===== config.mk =====
export PLATFORM = sky130hd
export DESIGN_NAME = alu_result_collector_flat
export DESIGN_NICKNAME = d
export VERILOG_FILES = /design/src/rtl/alu_result_collector_if.sv /design/src/rtl/alu_result_collector.sv /design/src/flat_wrapper.sv
export SDC_FILE = /design/constraint.sdc
export NUM_CORES = 1
export LEC_CHECK = 0
export CAP_MARGIN = 10
export CORE_ASPECT_RATIO = 0.8
export CORE_UTILIZATION = 54
export CTS_BUF_LIST = sky130_fd_sc_hd__clkbuf_8 sky130_fd_sc_hd__clkbuf_16
export CTS_CLUSTER_DIAMETER = 60
export DETAILED_ROUTE_END_ITERATION = 7
export GPL_TIMING_DRIVEN = 0
export PLACE_DENSITY = 0.87
export SLEW_MARGIN = 20
export SYNTH_ARGS = -nofsm -noshare
export SYNTH_HDL_FRONTEND = slang
export SYNTH_SLANG_ARGS = --single-unit

===== constraint.sdc =====
create_clock -name clk -period 3.1 [get_ports clk]
set_clock_uncertainty 0.05 [all_clocks]
set_input_delay 0.775 -clock clk [delete_from_list [all_inputs] [get_ports clk]]
set_output_delay 0.775 -clock clk [all_outputs]
set_load 0.03 [all_outputs]

===== src/rtl/alu_result_collector_if.sv =====
// Result-path interface between the ALU output mux / response consumer and
// the result collector. The master side feeds results and accepts heads; the
// slave side is the collector itself.
interface alu_result_collector_if #(
  parameter int DATA_WIDTH = 16,
  parameter int DEPTH      = 4
);
  localparam int CNT_W = $clog2(DEPTH) + 1;

  // Producer side: registered sub-unit result with one-cycle valid
  logic [DATA_WIDTH-1:0] alu_out;
  logic                  out_valid;
  logic [1:0]            unit_tag;

  // Consumer side: head of the result queue on a valid/ready handshake
  logic [DATA_WIDTH-1:0] res_data;
  logic [1:0]            res_tag;
  logic                  res_eq;
  logic                  res_gt;
  logic                  res_lt;
  logic                  res_valid;
  logic                  res_ready;

  // Status and control
  logic                  clr_ovf;
  logic                  full;
  logic                  empty;
  logic [CNT_W-1:0]      count;
  logic                  overflow;

  modport master (
    output alu_out, out_valid, unit_tag, res_ready, clr_ovf,
    input  res_data, res_tag, res_eq, res_gt, res_lt, res_valid,
           full, empty, count, overflow
  );

  modport slave (
    input  alu_out, out_valid, unit_tag, res_ready, clr_ovf,
    output res_data, res_tag, res_eq, res_gt, res_lt, res_valid,
           full, empty, count, overflow
  );
endinterface


===== src/rtl/alu_result_collector.sv =====
// Captures tagged ALU sub-unit results into a small first-word-fall-through
// FIFO, decoding compare-unit result codes into EQ/GT/LT flags at push time,
// and presents the oldest entry downstream on a valid/ready handshake.
// A result arriving while full (and not being drained) is dropped and
// recorded in a sticky overflow flag.
module alu_result_collector #(
  parameter int DATA_WIDTH = 16,
  parameter int DEPTH      = 4
) (
  input logic                   clk,
  input logic                   rst,
  alu_result_collector_if.slave bus
);

  localparam int         PTR_W   = $clog2(DEPTH);
  localparam int         CNT_W   = PTR_W + 1;
  localparam logic [1:0] TAG_CMP = 2'b10;

  typedef struct packed {
    logic [DATA_WIDTH-1:0] data;
    logic [1:0]            tag;
    logic                  eq;
    logic                  gt;
    logic                  lt;
  } entry_t;

  entry_t           mem [DEPTH];
  logic [PTR_W-1:0] wr_ptr;
  logic [PTR_W-1:0] rd_ptr;
  logic [CNT_W-1:0] count_q;
  logic             overflow_q;

  logic             full;
  logic             empty;
  logic             push;
  logic             pop;
  logic             drop;
  entry_t           wr_entry;
  entry_t           head;

  assign full  = (count_q == CNT_W'(DEPTH));
  assign empty = (count_q == '0);

  // A full FIFO still accepts a result when its head leaves in the same cycle.
  assign pop  = !empty && bus.res_ready;
  assign push = bus.out_valid && (!full || pop);
  assign drop = bus.out_valid && full && !pop;

  // Build the entry to store, decoding compare result codes 1/2/3 into flags.
  always_comb begin
    // NOTE: every field gets a default first so no path leaves a flag unassigned (no latch).
    wr_entry      = '0;
    wr_entry.data = bus.alu_out;
    wr_entry.tag  = bus.unit_tag;
    if (bus.unit_tag == TAG_CMP && bus.alu_out[DATA_WIDTH-1:2] == '0) begin
      case (bus.alu_out[1:0])
        2'b01:   wr_entry.eq = 1'b1;
        2'b10:   wr_entry.gt = 1'b1;
        2'b11:   wr_entry.lt = 1'b1;
        default: ;
      endcase
    end
  end

  // Storage write; contents are don't-care after reset since count gates visibility.
  always_ff @(posedge clk) begin
    // NOTE: the storage array is deliberately not reset; only pointers and count are.
    if (push) mem[wr_ptr] <= wr_entry;
  end

  // Pointer, occupancy and sticky overflow state.
  always_ff @(posedge clk or negedge rst) begin
    // NOTE: sequential state uses non-blocking assignments only.
    if (!rst) begin
      wr_ptr     <= '0;
      rd_ptr     <= '0;
      count_q    <= '0;
      overflow_q <= 1'b0;
    end else begin
      if (push) wr_ptr <= wr_ptr + PTR_W'(1);
      if (pop)  rd_ptr <= rd_ptr + PTR_W'(1);
      case ({push, pop})
        2'b10:   count_q <= count_q + CNT_W'(1);
        2'b01:   count_q <= count_q - CNT_W'(1);
        default: count_q <= count_q;
      endcase
      if (drop)             overflow_q <= 1'b1;
      else if (bus.clr_ovf) overflow_q <= 1'b0;
    end
  end

  // Head entry, forced to zero while empty so outputs read clean.
  always_comb begin
    head = '0;
    if (!empty) head = mem[rd_ptr];
  end

  assign bus.res_data  = head.data;
  assign bus.res_tag   = head.tag;
  assign bus.res_eq    = head.eq;
  assign bus.res_gt    = head.gt;
  assign bus.res_lt    = head.lt;
  assign bus.res_valid = !empty;
  assign bus.full      = full;
  assign bus.empty     = empty;
  assign bus.count     = count_q;
  assign bus.overflow  = overflow_q;

endmodule


===== src/flat_wrapper.sv =====
// flat-port wrapper written by rule: the top's interface ports become plain ports
module alu_result_collector_flat 
#(
  parameter int DATA_WIDTH = 16,
  parameter int DEPTH      = 4
)
  (clk, rst, bus_alu_out, bus_out_valid, bus_unit_tag, bus_res_ready, bus_clr_ovf, bus_res_data, bus_res_tag, bus_res_eq, bus_res_gt, bus_res_lt, bus_res_valid, bus_full, bus_empty, bus_count, bus_overflow);
  alu_result_collector_if #(.DATA_WIDTH(DATA_WIDTH), .DEPTH(DEPTH)) bus_i ();
  input logic clk;
  input logic rst;
  input wire logic [$bits(bus_i.alu_out)-1:0] bus_alu_out;
  input wire logic [$bits(bus_i.out_valid)-1:0] bus_out_valid;
  input wire logic [$bits(bus_i.unit_tag)-1:0] bus_unit_tag;
  input wire logic [$bits(bus_i.res_ready)-1:0] bus_res_ready;
  input wire logic [$bits(bus_i.clr_ovf)-1:0] bus_clr_ovf;
  output wire logic [$bits(bus_i.res_data)-1:0] bus_res_data;
  output wire logic [$bits(bus_i.res_tag)-1:0] bus_res_tag;
  output wire logic [$bits(bus_i.res_eq)-1:0] bus_res_eq;
  output wire logic [$bits(bus_i.res_gt)-1:0] bus_res_gt;
  output wire logic [$bits(bus_i.res_lt)-1:0] bus_res_lt;
  output wire logic [$bits(bus_i.res_valid)-1:0] bus_res_valid;
  output wire logic [$bits(bus_i.full)-1:0] bus_full;
  output wire logic [$bits(bus_i.empty)-1:0] bus_empty;
  output wire logic [$bits(bus_i.count)-1:0] bus_count;
  output wire logic [$bits(bus_i.overflow)-1:0] bus_overflow;
  assign bus_i.alu_out = bus_alu_out;
  assign bus_i.out_valid = bus_out_valid;
  assign bus_i.unit_tag = bus_unit_tag;
  assign bus_i.res_ready = bus_res_ready;
  assign bus_i.clr_ovf = bus_clr_ovf;
  assign bus_res_data = bus_i.res_data;
  assign bus_res_tag = bus_i.res_tag;
  assign bus_res_eq = bus_i.res_eq;
  assign bus_res_gt = bus_i.res_gt;
  assign bus_res_lt = bus_i.res_lt;
  assign bus_res_valid = bus_i.res_valid;
  assign bus_full = bus_i.full;
  assign bus_empty = bus_i.empty;
  assign bus_count = bus_i.count;
  assign bus_overflow = bus_i.overflow;
  alu_result_collector #(.DATA_WIDTH(DATA_WIDTH), .DEPTH(DEPTH)) u_core (.clk(clk), .rst(rst), .bus(bus_i));
endmodule

==> run_results.csv, run 1 <==
group,metric,value,unit
critical_path,arrival,2.17,ns
synthesis,yosys.area_share.simple,0.0674,
timing,finalSetupViolations,0,
min_path,hp-class,"reg2reg",
critical_path,r2r_start,"u_core.bus.count[0]$_DFFE_PN0P_",
layout,post-route-util,0.690,
clock_tree,h-tree-depth,3,
route,wl_per_cell,19.4,um
global_routing,grt_pass1_wl,10.4,mm
timing,fin_ws,0.103,ns
layout,postLayoutCellArea,4490,um2
critical_path,worst_setup_path_start_kind,"flop",
clock_tree,root_buffer,"clkbuf_8",
route,route.detailed.drc,0,
clock_tree,clk_latency,0.35,ns
synthesis,synth_seq_area_share,0.733,
route,drtIter0Drc,97,
synthesis,synthMuxAreaShare,0.134,
timing,hold_viol_final,0,
clock_tree,cts.path.max_buffers,2,
route,drt_wl_total,6.51,mm
layout,num_antenna_cells,0,
critical_path,worstSetupPathType,"reg2out",
synthesis,yosys_warnings,0,
pwr,ir_worst_vdd,0.000375,V
min_path,worstHoldEndpoint,"u_core.bus.count[2]$_DFFE_PN0P_",
layout,finalNetCount,276,
synthesis,synth_top_family_by_area,"multiplexers",
synthesis,synth_ff_type,"edfxtp_1",
placement,dpl.hpwl,4.09,mm
die,io_pins,51,
synthesis,synth_edf_count,84,
pwr,p_leak,0.00159,uW
placement,dp_worst_setup_slack,0.166,ns
die,die_y,76.2,um
timing,tns,0,ns
clock_tree,cts_sinks,92,
critical_path,ff2ff_path_depth,9,
pwr,powerDensity,993,nW/um2
synthesis,synth.top_cell.area_share,0.679,
layout,final_cell_mix,"84 x edfxtp_1, 30 x clkdlybuf4s50_1, 22 x and2_1",
global_routing,grt_pass1_vias,1957,
timing,tightest_slew,0.555,ns
critical_path,cp-startpoint,"u_core.rd_ptr[1]$_DFFE_PN0P_",
synthesis,synthesis.area,3710,um2
synthesis,synthArstFlopShare,0.0870,
placement,dp.cells,320,
synthesis,netlist_instances,186,
timing,fmax,334,MHz
critical_path,cpLargestDelayFamily,"buffers and inverters",
timing,rsz0062_at_grt,"no",
die,fp.coreArea,6510,um2
placement,finalWeightedCongestion,0.794,
placement,port_buffers,50,
route,via_per_inst,5.56,
route,final_antenna_net_count,0,
placement,dpl_cell_area,4320,um2
status,outcome,"completed",
die,die_area,7220,um2
synthesis,synthXorXnorAreaFrac,0.0141,
clock_tree,post_cts_buffers,0,
timing,report.final.slew_viol_count,0,
die,num_rows,26,
synthesis,ys_types,27,
die,die_w,94.7,um
clock_tree,holdBufCountCts,0,
synthesis,syn_nets,215,
critical_path,slowest_stage,"clkdlybuf4s50_1",
global_routing,antenna_found_initial,0,
critical_path,path_max_fanout,10,
synthesis,syn_avg_cell_area,20.0,um2
critical_path,cp_data_required_time,2.27,ns
clock_tree,cts-buffers-inserted,9,
synthesis,ys_top_cells_by_area,"edfxtp_1 68%, mux4_2 13%, dfrtp_1 5.4%",
critical_path,worst-path-buf-inv,2,
timing,period_needed,3.00,ns
layout,syn2layout_area_growth,20.8,%
min_path,worstHoldStart,"u_core.bus.count[2]$_DFFE_PN0P_",
layout,final_cells,336,
route,via_count,1868,
timing,max_slew_margin,0.630,
critical_path,critPathCaptureType,"output pin",
critical_path,critical_path.max_stage_delay,0.59,ns
global_routing,grt-ovfl-total,0,
layout,layout_commonest_cell,"edfxtp_1",
critical_path,crit_chain,"clkbuf_4, mux4_2, and2_1, clkdlybuf4s50_1",
synthesis,ys_ff_latch,92,
clock_tree,clk_pin_slew,0.08,ns
synthesis,synth_top_area_cell,"edfxtp_1",
global_routing,grtUsageTotal,0.202,
min_path,holdPathStages,1,
synthesis,synth_fa_ha_area_frac,0.0222,
timing,fin_crit_sh,0.967,
synthesis,synth_compound_gate_area_share,0.00640,
die,initial_core_util,0.571,
critical_path,r2r_slack,0.76,ns
job,drv_cap,0,
critical_path,r2r_end,"u_core.bus.count[2]$_DFFE_PN0P_",
layout,drive_gt1_frac,0.190,
clock_tree,cts_tree,"done",
route,first_pass_iters,4,
global_routing,grt_max_degree,22,
layer usage:
metal / share of wire / wire [um] / up-vias / global-route usage
met5: 0 / 0 / - / 0
met4: 0.014 / 93 / 0 / 0.0606
met3: 0.065 / 422 / 12 / 0.0729
met2: 0.50 / 3280 / 73 / 0.319
met1: 0.42 / 2710 / 942 / 0.265
li1: - / - / 841 / -
synth_stat cells, types with 2 or more instances:
master,n
edfxtp_1,84
and2_1,22
mux4_2,21
inv_1,10
dfrtp_1,8
ha_1,5
and2_2,4
clkbuf_1,3
nor4_1,3
xnor2_1,3
xor2_1,3
buf_2,2
buf_6,2
nor2_1,2
nor3b_1,2
stage by stage:
| stage | hold WS (ns) | power [uW] |
|---|---|---|
| final | 0.471 | 4460 |
| after global routing | 0.499 | 4680 |
| after CTS | 0.471 | 4490 |
| after detailed placement | 0.453 | 3870 |
| after global placement | 0.443 | 3820 |
| after floorplan | 0.429 | 3120 |
kinds of logic after synthesis:
family	Yosys count
AO/OA/AOI/OAI	2
XOR/XNOR	6
adder cells (fa/ha/maj)	6
buffers and inverters	18
flip-flops	92
multiplexers	23
AND/OR/NAND/NOR	39
repair_timing:
item | CTS | global route
setup endpoints to repair | 20 | 2
resized for setup | 22 | 2
gates cloned | 0 | 0
how the worst max path moves through the flow:
| stage | cells past startpoint | endpoint |
|---|---|---|
| 2_1_floorplan | 4 | bus_res_data[10] |
| 3_3_place_gp | 4 | bus_res_data[14] |
| 3_5_place_dp | 4 | bus_res_data[11] |
| 4_1_cts | 4 | bus_res_gt |
| 5_1_grt | 4 | bus_res_lt |
| 6_report | 4 | bus_res_gt |
layout make-up:
cell class                      instances  area [um2]
Inverter                               10        37.5
Buffer                                  8        53.8
Clock buffer                            9         124
Clock inverter                          7        58.8
Multi-Input combinational cell         76         907
Timing Repair Buffer                   50         479
Tap cell                               84         105
Sequential cell                        92        2720
Fill cell                             423        2020
power by group:
part / leakage, uW / switching [uW] / total, uW / internal, uW
Combinational: 0.000622 / 1130 / 1970 / 839
Clock: 0.0000953 / 386 / 747 / 361
Sequential: 0.000871 / 97.1 / 1740 / 1640
flip-flops by register name (all words and copies together) (netlist names):
signal               count
u_core.bus.count         3
u_core.mem              84
u_core.bus.overflow      1
u_core.wr_ptr            2
u_core.rd_ptr            2
Power figures use the tool's default switching activity.
==> inputs of run 2 (changes only) <==
--- a/config.mk
+++ b/config.mk
@@ -12,7 +12,9 @@
 export CTS_CLUSTER_DIAMETER = 60
 export DETAILED_ROUTE_END_ITERATION = 7
 export GPL_TIMING_DRIVEN = 0
-export PLACE_DENSITY = 0.87
+export PLACE_DENSITY_LB_ADDON = 0.2
+export RECOVER_POWER = 100
+export SETUP_SLACK_MARGIN = 0.15
 export SLEW_MARGIN = 20
 export SYNTH_ARGS = -nofsm -noshare
 export SYNTH_HDL_FRONTEND = slang
==> run 2 against run 1 <==
Critical path type unchanged. Die area unchanged. Design area shrank 2.6%. First-iteration DRC count down 4.1%. Combinational power down 5%.
==> run_results.csv, run 2 (same netlist as run 1, synthesis figures left out) <==
group,metric,value,unit
critical_path,arrival,2.03,ns
critical_path,cpLargestDelayFamily,"buffers and inverters",
route,route.detailed.drc,0,
status,outcome,"completed",
route,first_pass_iters,4,
layout,syn2layout_area_growth,17.7,%
timing,fin_crit_sh,0.921,
job,drv_cap,0,
route,via_count,1799,
placement,dpl.hpwl,4.03,mm
die,die_w,94.7,um
pwr,p_switching,1580,uW
route,via_per_inst,5.39,
pwr,power_frac_clock,0.149,
clock_tree,cts-buffers-inserted,9,
die,num_rows,26,
critical_path,crit_chain,"or3_1, clkbuf_1, clkbuf_1, and2_1, clkbuf_1",
global_routing,grt_pass1_wl,9.64,mm
timing,tns,0,ns
pwr,ir_worst_vdd,0.000579,V
layout,final_cell_mix,"84 x edfxtp_1, 26 x dlygate4sd3_1, 21 x mux4_2",
clock_tree,holdBufCountCts,0,
route,wl_per_cell,18.4,um
clock_tree,h-tree-depth,3,
clock_tree,post_cts_buffers,0,
global_routing,grt-ovfl-total,0,
route,final_antenna_net_count,0,
critical_path,path_max_fanout,10,
critical_path,cpMostUsedCell,"clkbuf_1",
placement,dpl_cell_area,4320,um2
die,io_pins,51,
global_routing,antenna_found_initial,0,
timing,period_needed,2.85,ns
timing,rsz0062_at_grt,"no",
pwr,p_sw_frac,0.373,
clock_tree,post_cts_resized,32,
critical_path,cp_data_required_time,2.27,ns
layout,largest_register_ffs,84,
die,die_y,76.2,um
clock_tree,root_buffer,"clkbuf_8",
timing,hold_viol_final,0,
layout,num_antenna_cells,0,
timing,finalSetupViolations,0,
global_routing,grt_pass1_vias,1885,
layout,multiInputGateArea,895,um2
timing,fmax,350,MHz
die,die_area,7220,um2
placement,finalWeightedCongestion,0.662,
clock_tree,clk_latency,0.34,ns
layout,postLayoutCellArea,4370,um2
critical_path,critical_path.max_stage_delay,0.42,ns
layout,drive_gt1_frac,0.196,
critical_path,slowest_stage,"dfrtp_1",
clock_tree,cts_tree,"done",
layout,top_register,"u_core.mem",
critical_path,worstSetupPathType,"reg2out",
clock_tree,cts_sinks,92,
critical_path,critPathCaptureType,"output pin",
timing,report.final.slew_viol_count,0,
route,drtIter0Drc,93,
layout,layout_commonest_cell,"edfxtp_1",
clock_tree,clk_pin_slew,0.08,ns
critical_path,worst_setup_path_start_kind,"flop",
placement,port_buffers,50,
layout,finalNetCount,276,
die,fp.coreArea,6510,um2
critical_path,worst-path-buf-inv,3,
pwr,powerDensity,969,nW/um2
pwr,p_int,2660,uW
min_path,hp-class,"reg2reg",
clock_tree,cts.path.max_buffers,2,
pwr,p_comb_frac,0.441,
route,drt_wl_total,6.13,mm
layout,fillers,459,
global_routing,grtUsageTotal,0.189,
die,initial_core_util,0.571,
timing,max_slew_margin,0.265,
layout,register_area,2720,um2
timing,tightest_slew,1.10,ns
pwr,p_leak,0.00154,uW
pwr,power_frac_seq,0.410,
global_routing,grt_max_degree,22,
-- run 2: cell count changes in the layout (fill, tap and decap cells not counted), sizes merged --
cell | before | now
dlymetal6s2s | 1 | 0
clkbuf | 13 | 31
clkinv | 4 | 2
clkdlybuf4s50 | 30 | 1
bufinv | 1 | 0
inv | 11 | 13
clkinvlp | 1 | 0
dlygate4sd2 | 19 | 5
dlygate4sd3 | 0 | 26
-- run 2: worst reg2reg max path: cells and delay by family, from the launching register on --
kind,cells,cell delay [ns]
adder cells (fa/ha/maj),2,0.55
AND/OR/NAND/NOR,2,0.53
flip-flops,1,0.43
XOR/XNOR,2,0.29
AO/OA/AOI/OAI,1,0.27
buffers and inverters,2,0.15
-- run 2: layer usage --
layer | routed length (um) | vias up | share of wire | GRT usage
li1 | - | 839 | - | -
met1 | 2730 | 915 | 0.45 | 0.256
met2 | 3080 | 35 | 0.50 | 0.295
met3 | 230 | 10 | 0.038 | 0.0529
met4 | 94 | 0 | 0.015 | 0.0682
met5 | 0 | - | 0 | 0
-- run 2: path summary, 6_finish.rpt --
path	slack, ns	endpoint	startpoint	depth (start not counted)
worst min-delay path	0.46	u_core.bus.count[2]$_DFFE_PN0P_	u_core.bus.count[2]$_DFFE_PN0P_	1
min in group asynchronous	0.73	u_core.wr_ptr[1]$_DFFE_PN0P_	rst	1
worst max-delay path	0.25	bus_res_eq	u_core.bus.count[0]$_DFFE_PN0P_	5
worst max register to register	0.76	u_core.bus.count[2]$_DFFE_PN0P_	u_core.bus.count[0]$_DFFE_PN0P_	9
max in group asynchronous	1.98	u_core.rd_ptr[1]$_DFFE_PN0P_	rst	1
worst min register to register	0.46	u_core.bus.count[2]$_DFFE_PN0P_	u_core.bus.count[2]$_DFFE_PN0P_	1
-- run 2: cell type report --
| type | instances | area share |
|---|---|---|
| Inverter | 10 | 0.00859 |
| Timing Repair Buffer | 50 | 0.0899 |
| Tap cell | 84 | 0.0240 |
| Clock buffer | 9 | 0.0283 |
| Clock inverter | 5 | 0.00572 |
| Multi-Input combinational cell | 76 | 0.205 |
| Buffer | 8 | 0.0160 |
| Sequential cell | 92 | 0.623 |
-- run 2: power groups by stage --
| stage | sequential, uW | clock (uW) | combinational (uW) |
|---|---|---|---|
| 2_1_floorplan | 1770 | 0 | 1350 |
| 3_3_place_gp | 1750 | 0 | 2100 |
| 3_5_place_dp | 1760 | 0 | 2120 |
| 4_1_cts | 1730 | 650 | 2000 |
| 5_1_grt | 1760 | 699 | 2000 |
| 6_report | 1740 | 631 | 1870 |
-- run 2: per-stage QoR --
| stage | hold WS (ns) | total power (uW) | worst slack [ns] | utilization | std cells |
|---|---|---|---|---|---|
| after global placement | 0.461 | 3850 | 0.171 | 0.664 | 320 |
| after CTS | 0.474 | 4380 | 0.130 | 0.686 | 334 |
| final | 0.465 | 4240 | 0.246 | 0.672 | 334 |
| after floorplan | 0.429 | 3120 | 0.592 | - | 186 |
| after global routing | 0.508 | 4460 | 0.0950 | 0.672 | 334 |
| after detailed placement | 0.457 | 3880 | 0.156 | 0.664 | 320 |
